`src/rtl/multicycle_alu_pkg.sv`:
```
// Shared ALU control codes, FSM state encodings and defaults for the multicycle ALU.
package multicycle_alu_pkg;

   localparam int ALU_DATA_W = 32;

   localparam logic [3:0] ALU_CTL_AND = 4'h0;
   localparam logic [3:0] ALU_CTL_ADD = 4'h2;
   localparam logic [3:0] ALU_CTL_XOR = 4'h3;
   localparam logic [3:0] ALU_CTL_SLL = 4'h4;
   localparam logic [3:0] ALU_CTL_SRA = 4'h5;
   localparam logic [3:0] ALU_CTL_SUB = 4'h6;
   localparam logic [3:0] ALU_CTL_MUL = 4'h8;

   typedef enum logic [1:0] {
      ALU_ST_IDLE = 2'd0,
      ALU_ST_MUL  = 2'd1,
      ALU_ST_DONE = 2'd2
   } alu_state_e;

   function automatic logic isMulCtl(input logic [3:0] ctl);
      return ctl == ALU_CTL_MUL;
   endfunction

endpackage

```
`src/rtl/multicycle_alu_mul_iter.sv`:
```
// Iterative shift-add multiplier producing the low DATA_W bits of A*B.
// MUL_EARLY_TERM_EN: finish as soon as the remaining multiplier bits are all zero.
module mul_iter
   import multicycle_alu_pkg::*;
#(
   parameter int DATA_W = ALU_DATA_W
) (
   input  logic              clk_i,
   input  logic              rst_n_i,
   input  logic              start_i,
   input  logic              step_i,
   input  logic [DATA_W-1:0] op_a_i,
   input  logic [DATA_W-1:0] op_b_i,
   output logic              done_o,
   output logic [DATA_W-1:0] product_o
);

   localparam int CNT_W = $clog2(DATA_W);

   logic [DATA_W-1:0] acc_q, acc_d;
   logic [DATA_W-1:0] mcand_q, mcand_d;
   logic [DATA_W-1:0] mplier_q, mplier_d;
   logic [CNT_W-1:0]  cnt_q, cnt_d;
   logic [DATA_W-1:0] accSum;
   logic [DATA_W-1:0] mplierShift;
   logic              lastIter;

   always_comb begin
      accSum      = acc_q + (mplier_q[0] ? mcand_q : '0);
      mplierShift = mplier_q >> 1;
      lastIter    = (cnt_q == CNT_W'(DATA_W - 1));
`ifdef MUL_EARLY_TERM_EN
      // Remaining partial products are all zero, so the sum is already final.
      lastIter    = lastIter | (mplierShift == '0);
`endif
   end

   always_comb begin
      acc_d    = acc_q;
      mcand_d  = mcand_q;
      mplier_d = mplier_q;
      cnt_d    = cnt_q;
      if (start_i) begin
         acc_d    = '0;
         mcand_d  = op_a_i;
         mplier_d = op_b_i;
         cnt_d    = '0;
      end else if (step_i) begin
         acc_d    = accSum;
         mcand_d  = mcand_q << 1;
         mplier_d = mplierShift;
         cnt_d    = cnt_q + CNT_W'(1);
      end
   end

   always_ff @(posedge clk_i or negedge rst_n_i) begin
      if (!rst_n_i) begin
         acc_q    <= '0;
         mcand_q  <= '0;
         mplier_q <= '0;
         cnt_q    <= '0;
      end else begin
         acc_q    <= acc_d;
         mcand_q  <= mcand_d;
         mplier_q <= mplier_d;
         cnt_q    <= cnt_d;
      end
   end

   assign done_o    = step_i & lastIter;
   assign product_o = accSum;

endmodule

```
`src/rtl/multicycle_alu.sv`:
```
// Execute-stage ALU: single-cycle logic/shift/add ops plus an iterative MUL behind valid/ready handshakes.
// MUL_EARLY_TERM_EN (handled in mul_iter) shortens MUL latency for small multipliers; results are unchanged.
module multicycle_alu
   import multicycle_alu_pkg::*;
#(
   parameter int DATA_W  = ALU_DATA_W,
   parameter int SHAMT_W = 5
) (
   input  logic              clk_i,
   input  logic              rst_n_i,
   input  logic              req_valid_i,
   output logic              req_ready_o,
   input  logic [3:0]        alu_ctl_i,
   input  logic [DATA_W-1:0] op_a_i,
   input  logic [DATA_W-1:0] op_b_i,
   output logic              rsp_valid_o,
   input  logic              rsp_ready_i,
   output logic [DATA_W-1:0] rsp_data_o,
   output logic              busy_o
);

   alu_state_e        state_q;
   logic              rspValid_q;
   logic [DATA_W-1:0] rspData_q;
   logic              busy_q;

   logic              accept;
   logic              reqIsMul;
   logic [SHAMT_W-1:0] shamt;
   logic [DATA_W-1:0] aluResult_d;
   logic              mulDone;
   logic [DATA_W-1:0] mulProduct;

   assign req_ready_o = (state_q == ALU_ST_IDLE) | ((state_q == ALU_ST_DONE) & rsp_ready_i);
   assign accept      = req_valid_i & req_ready_o;
   assign reqIsMul    = isMulCtl(alu_ctl_i);
   assign shamt       = op_b_i[SHAMT_W-1:0];

   always_comb begin
      aluResult_d = '0;
      case (alu_ctl_i)
         ALU_CTL_AND: aluResult_d = op_a_i & op_b_i;
         ALU_CTL_XOR: aluResult_d = op_a_i ^ op_b_i;
         ALU_CTL_SLL: aluResult_d = op_a_i << shamt;
         ALU_CTL_ADD: aluResult_d = op_a_i + op_b_i;
         ALU_CTL_SUB: aluResult_d = op_a_i - op_b_i;
         ALU_CTL_SRA: aluResult_d = $signed(op_a_i) >>> shamt;
         default:     aluResult_d = '0;
      endcase
   end

   mul_iter #(
      .DATA_W(DATA_W)
   ) u_mul_iter (
      .clk_i     (clk_i),
      .rst_n_i   (rst_n_i),
      .start_i   (accept & reqIsMul),
      .step_i    (state_q == ALU_ST_MUL),
      .op_a_i    (op_a_i),
      .op_b_i    (op_b_i),
      .done_o    (mulDone),
      .product_o (mulProduct)
   );

   // IDLE and DONE share the accept path so a new op can start the same cycle a result is consumed.
   always_ff @(posedge clk_i or negedge rst_n_i) begin
      if (!rst_n_i) begin
         state_q    <= ALU_ST_IDLE;
         rspValid_q <= 1'b0;
         rspData_q  <= '0;
         busy_q     <= 1'b0;
      end else begin
         case (state_q)
            ALU_ST_MUL: begin
               if (mulDone) begin
                  state_q    <= ALU_ST_DONE;
                  rspValid_q <= 1'b1;
                  rspData_q  <= mulProduct;
                  busy_q     <= 1'b0;
               end
            end
            default: begin
               if (accept) begin
                  if (reqIsMul) begin
                     state_q    <= ALU_ST_MUL;
                     rspValid_q <= 1'b0;
                     busy_q     <= 1'b1;
                  end else begin
                     state_q    <= ALU_ST_DONE;
                     rspValid_q <= 1'b1;
                     rspData_q  <= aluResult_d;
                  end
               end else if ((state_q == ALU_ST_DONE) && rsp_ready_i) begin
                  state_q    <= ALU_ST_IDLE;
                  rspValid_q <= 1'b0;
               end
            end
         endcase
      end
   end

   assign rsp_valid_o = rspValid_q;
   assign rsp_data_o  = rspData_q;
   assign busy_o      = busy_q;

endmodule
```
`config.mk`:
```
export PLATFORM = sky130hd
export DESIGN_NAME = multicycle_alu
export DESIGN_NICKNAME = d
export VERILOG_FILES = /design/src/rtl/multicycle_alu_pkg.sv /design/src/rtl/multicycle_alu_mul_iter.sv /design/src/rtl/multicycle_alu.sv
export SDC_FILE = /design/constraint.sdc
export NUM_CORES = 1
export LEC_CHECK = 0
export ABC_CLOCK_PERIOD_IN_PS = 3500
export CAP_MARGIN = 15
export CORE_UTILIZATION = 25
export CTS_CLUSTER_SIZE = 14
export DETAILED_ROUTE_END_ITERATION = 16
export SLEW_MARGIN = 20
export SYNTH_ARGS = -nofsm -noshare
export SYNTH_HDL_FRONTEND = slang
export SYNTH_SLANG_ARGS = --single-unit
```
`constraint.sdc`:
```
create_clock -name clk_i -period 3.5 [get_ports clk_i]
set_clock_uncertainty 0.15 [all_clocks]
set_input_delay 0.525 -clock clk_i [delete_from_list [all_inputs] [get_ports clk_i]]
set_output_delay 0.525 -clock clk_i [all_outputs]
set_load 0.02 [all_outputs]
```
### Word-level counts from Yosys, hierarchy flattened

Cells that the tools add are included.

* $add $sub $neg: 4
* equal/unequal tests: 11
* shift-type cells: 2
* multiplexer cells: 28
* bitwise logic cells: 7
* reduce and logical (&&, ||, !) cells: 10

Operator list (count)
* 32-bit 2-to-1 mux: 11
* 32-bit one-hot mux with 6 select lines: 1
* 32-bit adder: 2
* 32-bit AND: 1
* 32-bit by 5-bit left shift with 32-bit output: 1
* 32-bit by 5-bit >>> shifter with 32-bit output: 1
* 32-bit subtractor: 1
* 32-bit XOR: 1
* 4-bit by 3-bit == test with 1-bit output (second input constant): 3
* 2-bit 2-to-1 mux: 5
* 5-bit 2-to-1 mux: 2
* 1-bit 2-to-1 mux: 9
* 4-bit by 2-bit == test with 1-bit output (second input constant): 2
* 3-bit AND reduction: 2
* 2-bit nonzero test: 3
* 5-bit by 1-bit adder with 5-bit output (second input constant): 1
* 5-bit == test (second input constant): 1
* 1-bit AND: 4
* 4-bit == test (second input constant): 1
* 4-bit zero test: 1
* 3-bit nonzero test: 1
* 2-bit by 1-bit == test with 1-bit output (second input constant): 1
* 2-bit == test (second input constant): 1
* 2-bit zero test: 1
* other kinds (5): 5

* flip-flop bits (word level): 137
* input port bits: 72
* output and inout port bits: 35
* logic and storage cells: 70

### Depth between registers and ports, before layout

Gate-level depths: netlist of run 1.

* depth in word-level cells: 6
* mapped depth: 24

### By module

Synthesis of run 1 repeated with hierarchy kept, for this count alone.

* cell total of the unflattened synthesis: 1835
* area total of the unflattened synthesis: 15089.5 µm²

By module, submodules not included
* multicycle_alu: instances 1, cells an instance 1117, area an instance 8529.4 µm²
* mul_iter: instances 1, cells an instance 718, area an instance 6560.0 µm²

### Worst setup path before layout of run 1

OpenSTA, ideal clock, no wires.

* kind: input port to flip-flop
* start: input port op_b_i[0]
* end: register rspData_q[31] (netlist: rsp_data_o[31])
* arrival: 4.418 ns
* data required time: 3.218 ns
* path slack: -1.200 ns
* stages on the path: 24
* cell sequence: buf_6 buf_6 buf_6 buf_4 inv_1 ha_1 nand3b_1 or2_1 nand2b_1 nand2b_1 nor4_2 nand2b_1 o21ai_0 xor2_1 ha_1 a21o_1 a21o_1 a21o_1 a211oi_1 a21o_1 a31oi_1 xnor2_1 a211oi_1 o22ai_1

* longest elaborated chain between the ends: 5
* elaborated cells on any way between the ends: 8

Ends and longest elaborated chain
* start: declaration: RTL line multicycle_alu.sv:15 `input logic [DATA_W-1:0] op_b_i,`
* 32-bit subtractor, or another cell as far along: RTL line multicycle_alu.sv:46 `ALU_CTL_SUB: aluResult_d = op_a_i - op_b_i;`
* 32-bit one-hot mux with 6 select lines *: RTL line multicycle_alu.sv:41 `case (alu_ctl_i)`
* 32-bit 2-to-1 mux *: RTL line multicycle_alu.sv:84 `if (reqIsMul) begin`
* 32-bit 2-to-1 mux *: RTL line multicycle_alu.sv:83 `if (accept) begin`
* 32-bit 2-to-1 mux *: RTL line multicycle_alu.sv:73 `case (state_q)`
* end signal: assignment: RTL line multicycle_alu.sv:78 `rspData_q <= mulProduct;`
* end signal: assignment: RTL line multicycle_alu.sv:91 `rspData_q <= aluResult_d;`
* end: declaration: RTL line multicycle_alu.sv:24 `logic [DATA_W-1:0] rspData_q;`

Mark *: on every way between the ends. The rest lies on a longest branch, timed or not. The select of a mux whose other input is x is not followed.
A chain may end at the register's enable or synchronous reset.

### Worst setup path in the final report of run 1

* start: input port op_b_i[3]
* end: register rspData_q[29] (netlist: rsp_data_o[29])

The elaborated chain is that of the path after synthesis.

==> metrics.cfg, run 1 <==
[critical_path]
r2r_start = u_mul_iter.mplier_q[0]$_DFFE_PN0P_
crit_fanout = 4
reg2reg_slack_ns = 0.14
cp.required_ns = 3.69
worstSetupEndpointType = register
cp-startpoint = op_b_i[3]
critPathCapture = rsp_data_o[29]$_DFFE_PN0P_
path_class = in2reg
start_kind = primary input
crit_arrival_ns = 4.36
r2r.worst_path.cells = 12
timing.rr.end = rsp_data_o[18]$_DFFE_PN0P_

[sta]
tightest_slew_ns = 0.872
hold_viol = 0
relSlewSlack = 0.418
setup_viol = 20
slew_violations = 0
rsz0062_at_grt = yes
worst_slack_ns = -0.670
timing.final.crit_share = 1.19
fin_setup_tns_ns = -8.23
final.min_clock_period_ns = 4.17
max_freq_mhz = 240

[finish]
fin_cells = 2883
fill_cells = 5687
post-route-util = 0.364
diodes = 0
drive_gt1_frac = 0.298
fin_nets = 2294
syn_to_final_growth_pct = 42.6

[clocking]
numCtsBuffers = 17
cts_tree = built
clockBufferDepth = 2
path_clk_slew_ns = 0.07
clock_latency_ns = 0.46
cts_sinks = 136
cts_max_level = 4
cts_root_buf = clkbuf_16

[synth]
ys_types = 89
async_flop_share = 1.00
ys.flop_type = dfrtp_1
syn_inst = 1737
yosys.area.top_type = dfrtp_1
yosysMostFrequentCell = nand2_1
syn_area_mm2 = 0.0142
synth_top_area_share = 0.240
synth-edff-count = 0
yosysWarnings = 0
synth.net_count = 1909
ys_ff_latch = 136
seq_area_frac_synth = 0.240
avgSynthCellArea_um2 = 8.17
synthTopCellsByCount = nand2_1, nor2_1, dfrtp_1
synth_area_leaders = dfrtp_1, mux4_2, ha_1

[run]
drv_cap = 0

[power]
powerDensity_mw_per_mm2 = 464
finalPower_mw = 9.38
ir_drop_v = 0.000262
p_leak_nw = 9.12

[floorplanning]
die-area_mm2 = 0.0577
start_util = 0.255
coreArea_mm2 = 0.0556
die_w_um = 240
dieHeight_um = 240
rows = 86
pin_count = 107

[routing]
antenna_left = 0
drc_errors = 0
routedWlPerCell_um = 22.1
totalWireLength_mm = 63.8
routed_via_density = 5.45
num_vias = 15700
drtIter0Drc = 1543
first_pass_iters = 5

[placed_design]
place_inst = 2805
gp_congestion = 0.998
portBuffers = 106
dp_hpwl_mm = 48.2

[grt]
antenna_found_initial = 2
gr-total-overflow = 0
grt_pass1_vias = 15400
grt_use_total = 0.221
grt_pass1_wl_mm = 95.8
grt_max_degree = 77

[run_status]
status = finished, violations left
violations = setup timing

[worst_hold_path]
hold_class = reg2reg

[metrics by stage]
| step | instance area (um2) | hold slack (ns) | worst slack, ns |
|---|---|---|---|
| global route | 20200 | 0.343 | -0.771 |
| global placement | 18400 | 0.310 | -1.60 |
| finish | 20200 | 0.331 | -0.670 |
| floorplan | 14300 | 0.0794 | -0.890 |
| CTS | 19700 | 0.334 | -0.604 |
| detailed placement | 18400 | 0.314 | -1.67 |
[cell usage in the layout (no fill, tap or decap), types with 9 or more instances in the layout]
master / n
o21a_1: 13
and2_1: 35
nand3_1: 15
nor2_1: 182
and3_1: 12
buf_12: 12
o211ai_1: 11
nand2_1: 268
buf_4: 343
nor3_1: 25
o21ai_2: 9
a21oi_1: 95
a22oi_1: 69
a222oi_1: 15
clkbuf_16: 17
mux2i_1: 48
inv_1: 29
mux2_2: 12
xor2_1: 30
a211oi_1: 17
clkdlybuf4s50_1: 88
buf_6: 20
dfrtp_1: 135
o21ai_0: 65
o21bai_1: 9
nand2b_1: 12
ha_1: 95
a21o_1: 31
a31oi_1: 27
a21oi_2: 17
xnor2_1: 37
o21ai_1: 26
mux4_2: 55
[registers in the layout (all words and copies together), names as in the netlist]
name and flops:
busy_o 1, rsp_data_o 32, state_q 2, u_mul_iter.acc_q 32, u_mul_iter.cnt_q 5, u_mul_iter.mcand_q 32, u_mul_iter.mplier_q 32
[worst min path at each step]
| stage | startpoint | endpoint | slack (ns) | depth (start not counted) |
|---|---|---|---|---|
| floorplan | rst_n_i | busy_o$_DFFE_PN0P_ | 0.08 | 0 |
| global placement | u_mul_iter.mplier_q[13]$_DFFE_PN0P_ | u_mul_iter.mplier_q[13]$_DFFE_PN0P_ | 0.31 | 2 |
| detailed placement | u_mul_iter.mplier_q[21]$_DFFE_PN0P_ | u_mul_iter.mplier_q[21]$_DFFE_PN0P_ | 0.31 | 2 |
| CTS | u_mul_iter.mplier_q[15]$_DFFE_PN0P_ | u_mul_iter.mplier_q[15]$_DFFE_PN0P_ | 0.33 | 2 |
| global route | u_mul_iter.mplier_q[22]$_DFFE_PN0P_ | u_mul_iter.mplier_q[22]$_DFFE_PN0P_ | 0.34 | 2 |
| finish | u_mul_iter.mplier_q[14]$_DFFE_PN0P_ | u_mul_iter.mplier_q[14]$_DFFE_PN0P_ | 0.33 | 2 |
[critical path, cell delays in order]
cell	delay, ns
buf_8	0.10
nor3_4	0.18
buf_6	0.13
nand3b_1	0.08
or2_1	0.25
nand2b_4	0.15
buf_4	0.13
buf_6	0.12
o31ai_4	0.22
xor2_1	0.20
ha_1	0.31
a21oi_1	0.16
o21ai_1	0.10
nor4_2	0.37
a31oi_4	0.16
buf_6	0.15
a31oi_4	0.24
o221ai_1	0.16
a21oi_1	0.22
xor2_1	0.24
o22ai_1	0.11
[power breakdown]
| part | switching (mW) | internal [mW] | total (mW) |
|---|---|---|---|
| logic | 2.87 | 2.07 | 4.95 |
| clock network | 0.856 | 1.01 | 1.86 |
| registers | 0.434 | 2.14 | 2.57 |
[routing by layer]
layer	up-vias	GRT usage	part of all wire
li1	7208	-	-
met1	7697	0.295	0.43
met2	643	0.352	0.45
met3	151	0.0361	0.069
met4	4	0.0926	0.045
met5	-	0	0.00033
[cell families (layout without fill, tap and decap cells)]
logic type      Yosys count  in the layout  synth area share
fa+ha+maj               100            100            0.0893
compound gates          518            518             0.247
xor+xnor                 75             75            0.0463
flops                   136            136             0.240
mux                     119            119             0.134
buf+inv                 151            549            0.0446
simple gates            638            638             0.199
[layout make-up]
class                           instances  area (um2)  share of cell area
Tap cell                              748         936              0.0463
Timing Repair Buffer                  483        4120               0.204
Sequential cell                       136        3400               0.168
Multi-Input combinational cell       1450       11000               0.546
Clock buffer                           17         425              0.0210
Inverter                               34         133             0.00656
Clock inverter                         15         161             0.00798
[what timing repair did]
| action | 4_1_cts | 5_1_grt |
|---|---|---|
| cloned | 1 | 0 |
| setup buffers | 32 | 17 |
| gates resized for setup | 121 | 100 |
| hold buffers | 1 | 0 |
| pin swaps | 91 | 91 |
| hold endpoints to repair | 56 | 0 |
| setup endpoints to repair | 29 | 34 |
Note: power is estimated with default switching activity, not from simulation.
==> run 2, diff against run 1 <==
--- a/config.mk
+++ b/config.mk
@@ -10,6 +10,7 @@
 export CORE_UTILIZATION = 25
 export CTS_CLUSTER_SIZE = 14
 export DETAILED_ROUTE_END_ITERATION = 16
+export SETUP_SLACK_MARGIN = 0.5
 export SLEW_MARGIN = 20
 export SYNTH_ARGS = -nofsm -noshare
 export SYNTH_HDL_FRONTEND = slang
==> run 2 against run 1 <==
Net effect:
- the flow still finishes with violations (setup timing)
- cell area increased by 5.0%
- sequential power about the same
- clock power increased by 11%
- fmax increased by 8.3%
- total power increased by 6.0%
- core utilization increased by 1.8 points
- wire length increased by 1.5%
- register-to-register slack improved by 0.05 ns
==> metrics.cfg, run 2 (synthesized netlist as in run 1, its figures left out) <==
[clocking]
cts_tree = built
clock_latency_ns = 0.44
cts_sinks = 136
path_clk_slew_ns = 0.07
cts_max_level = 4
numCtsBuffers = 17
clockBufferDepth = 2
cts_root_buf = clkbuf_16

[sta]
relSlewSlack = 0.291
tightest_slew_ns = 1.06
holdWs_ns = 0.328
final.min_clock_period_ns = 3.85
timing.final.crit_share = 1.10
slew_violations = 0
setup_viol = 19
hold_viol = 0
max_freq_mhz = 260
rsz0062_at_grt = yes
worst_slack_ns = -0.351

[finish]
syn_to_final_growth_pct = 49.7
final_cell_mix = buf_4, nand2_1, nor2_1, dfrtp_1, clkdlybuf4s50_1
drive_gt1_frac = 0.346
fill_cells = 5553
final_common_cell = buf_4
fin_nets = 2318

[floorplanning]
dieHeight_um = 240
die-area_mm2 = 0.0577
coreArea_mm2 = 0.0556
pin_count = 107
rows = 86
die_w_um = 240
start_util = 0.255

[power]
finalPower_mw = 9.94
ir_drop_v = 0.000353
p_leak_nw = 9.34
powerDensity_mw_per_mm2 = 468

[run_status]
violations = setup timing
status = finished, violations left

[placed_design]
dp_hpwl_mm = 47.9
gp_congestion = 0.960
portBuffers = 106

[routing]
drtIter0Drc = 1477
first_pass_iters = 8
totalWireLength_mm = 64.8
num_vias = 16000
routedWlPerCell_um = 22.3
drc_errors = 0
routed_via_density = 5.49
antenna_left = 0

[critical_path]
worstSetupEndpointType = register
r2r.worst_path.cells = 15
reg2reg_slack_ns = 0.19
start_kind = primary input
crit_arrival_ns = 4.01
crit_fanout = 4
path_class = in2reg
cp.required_ns = 3.66

[grt]
grt_use_total = 0.221
grt_pass1_vias = 15700
antenna_found_initial = 1
gr-total-overflow = 0
grt_max_degree = 76
grt_pass1_wl_mm = 96.4

[worst_hold_path]
hold_class = reg2reg
hold_path_depth = 2

[run]
drv_cap = 0

## run 2: layer usage
layer	routed length [um]	part of all wire	track usage
met4	3140	0.048	0.0955
met5	17	0.00026	0
met1	27400	0.42	0.290
met3	4630	0.071	0.0385
met2	29600	0.46	0.353
## run 2: area by class of cell
| class | instances | area [um2] | area share |
|---|---|---|---|
| flip-flops and latches | 136 | 3400 | 0.160 |
| inverters | 34 | 135 | 0.00636 |
| multi-input cells | 1450 | 11700 | 0.551 |
| diodes | 1 | 2.50 | 0.000118 |
| clock inverters | 15 | 236 | 0.0111 |
| clock buffers | 17 | 425 | 0.0200 |
| repair buffers | 507 | 4390 | 0.207 |
| well taps | 748 | 936 | 0.0441 |
## run 2: metrics by stage
stage / instance area (um2) / std cells / setup TNS, ns / worst slack, ns / util
floorplan: 14400 / 1737 / -10.63 / -0.890 / -
global placement: 18500 / 2811 / -22.93 / -1.24 / 0.332
detailed placement: 18500 / 2811 / -24.33 / -1.22 / 0.332
CTS: 20400 / 2882 / -3.41 / -0.275 / 0.366
global route: 21200 / 2907 / -7.66 / -0.519 / 0.382
finish: 21200 / 2908 / -4.38 / -0.351 / 0.382
## run 2: timing repair
item / in CTS / in global routing
hold buffers: 1 / 0
cloned: 1 / 1
pin swaps: 137 / 87
gates resized for setup: 221 / 129
endpoints found under the setup margin: 49 / 48
endpoints found under the hold margin: 64 / 0
setup buffers: 37 / 24
## run 2: final timing paths
kind | start | endpoint
max | op_b_i[3] | rsp_data_o[17]$_DFFE_PN0P_
min | u_mul_iter.mcand_q[31]$_DFFE_PN0P_ | u_mul_iter.mcand_q[31]$_DFFE_PN0P_
max reg2reg | u_mul_iter.mplier_q[0]$_DFFE_PN0P_ | rsp_data_o[26]$_DFFE_PN0P_
min reg2reg | u_mul_iter.mcand_q[31]$_DFFE_PN0P_ | u_mul_iter.mcand_q[31]$_DFFE_PN0P_
max in group asynchronous | rst_n_i | u_mul_iter.mplier_q[0]$_DFFE_PN0P_
min in group asynchronous | rst_n_i | rsp_data_o[7]$_DFFE_PN0P_
## run 2: critical path, stage by stage
cell       delay, ns
buf_8           0.10
nor3_4          0.24
buf_6           0.14
nand3b_1        0.08
or2_1           0.23
nand2b_4        0.18
o31ai_4         0.23
xor2_1          0.17
ha_1            0.30
buf_6           0.15
nand3_4         0.10
nor2_4          0.06
nor4_4          0.31
a31oi_4         0.13
buf_4           0.16
a21oi_4         0.19
xor2_2          0.25
o2111ai_2       0.14
buf_4           0.17
nand2_1         0.07
a31oi_1         0.08
## run 2: power breakdown
group          leakage (nW)  switching, mW  internal [mW]
logic                  7.24           3.01           2.30
clock network         0.324          0.777           1.28
registers              1.77          0.439           2.14
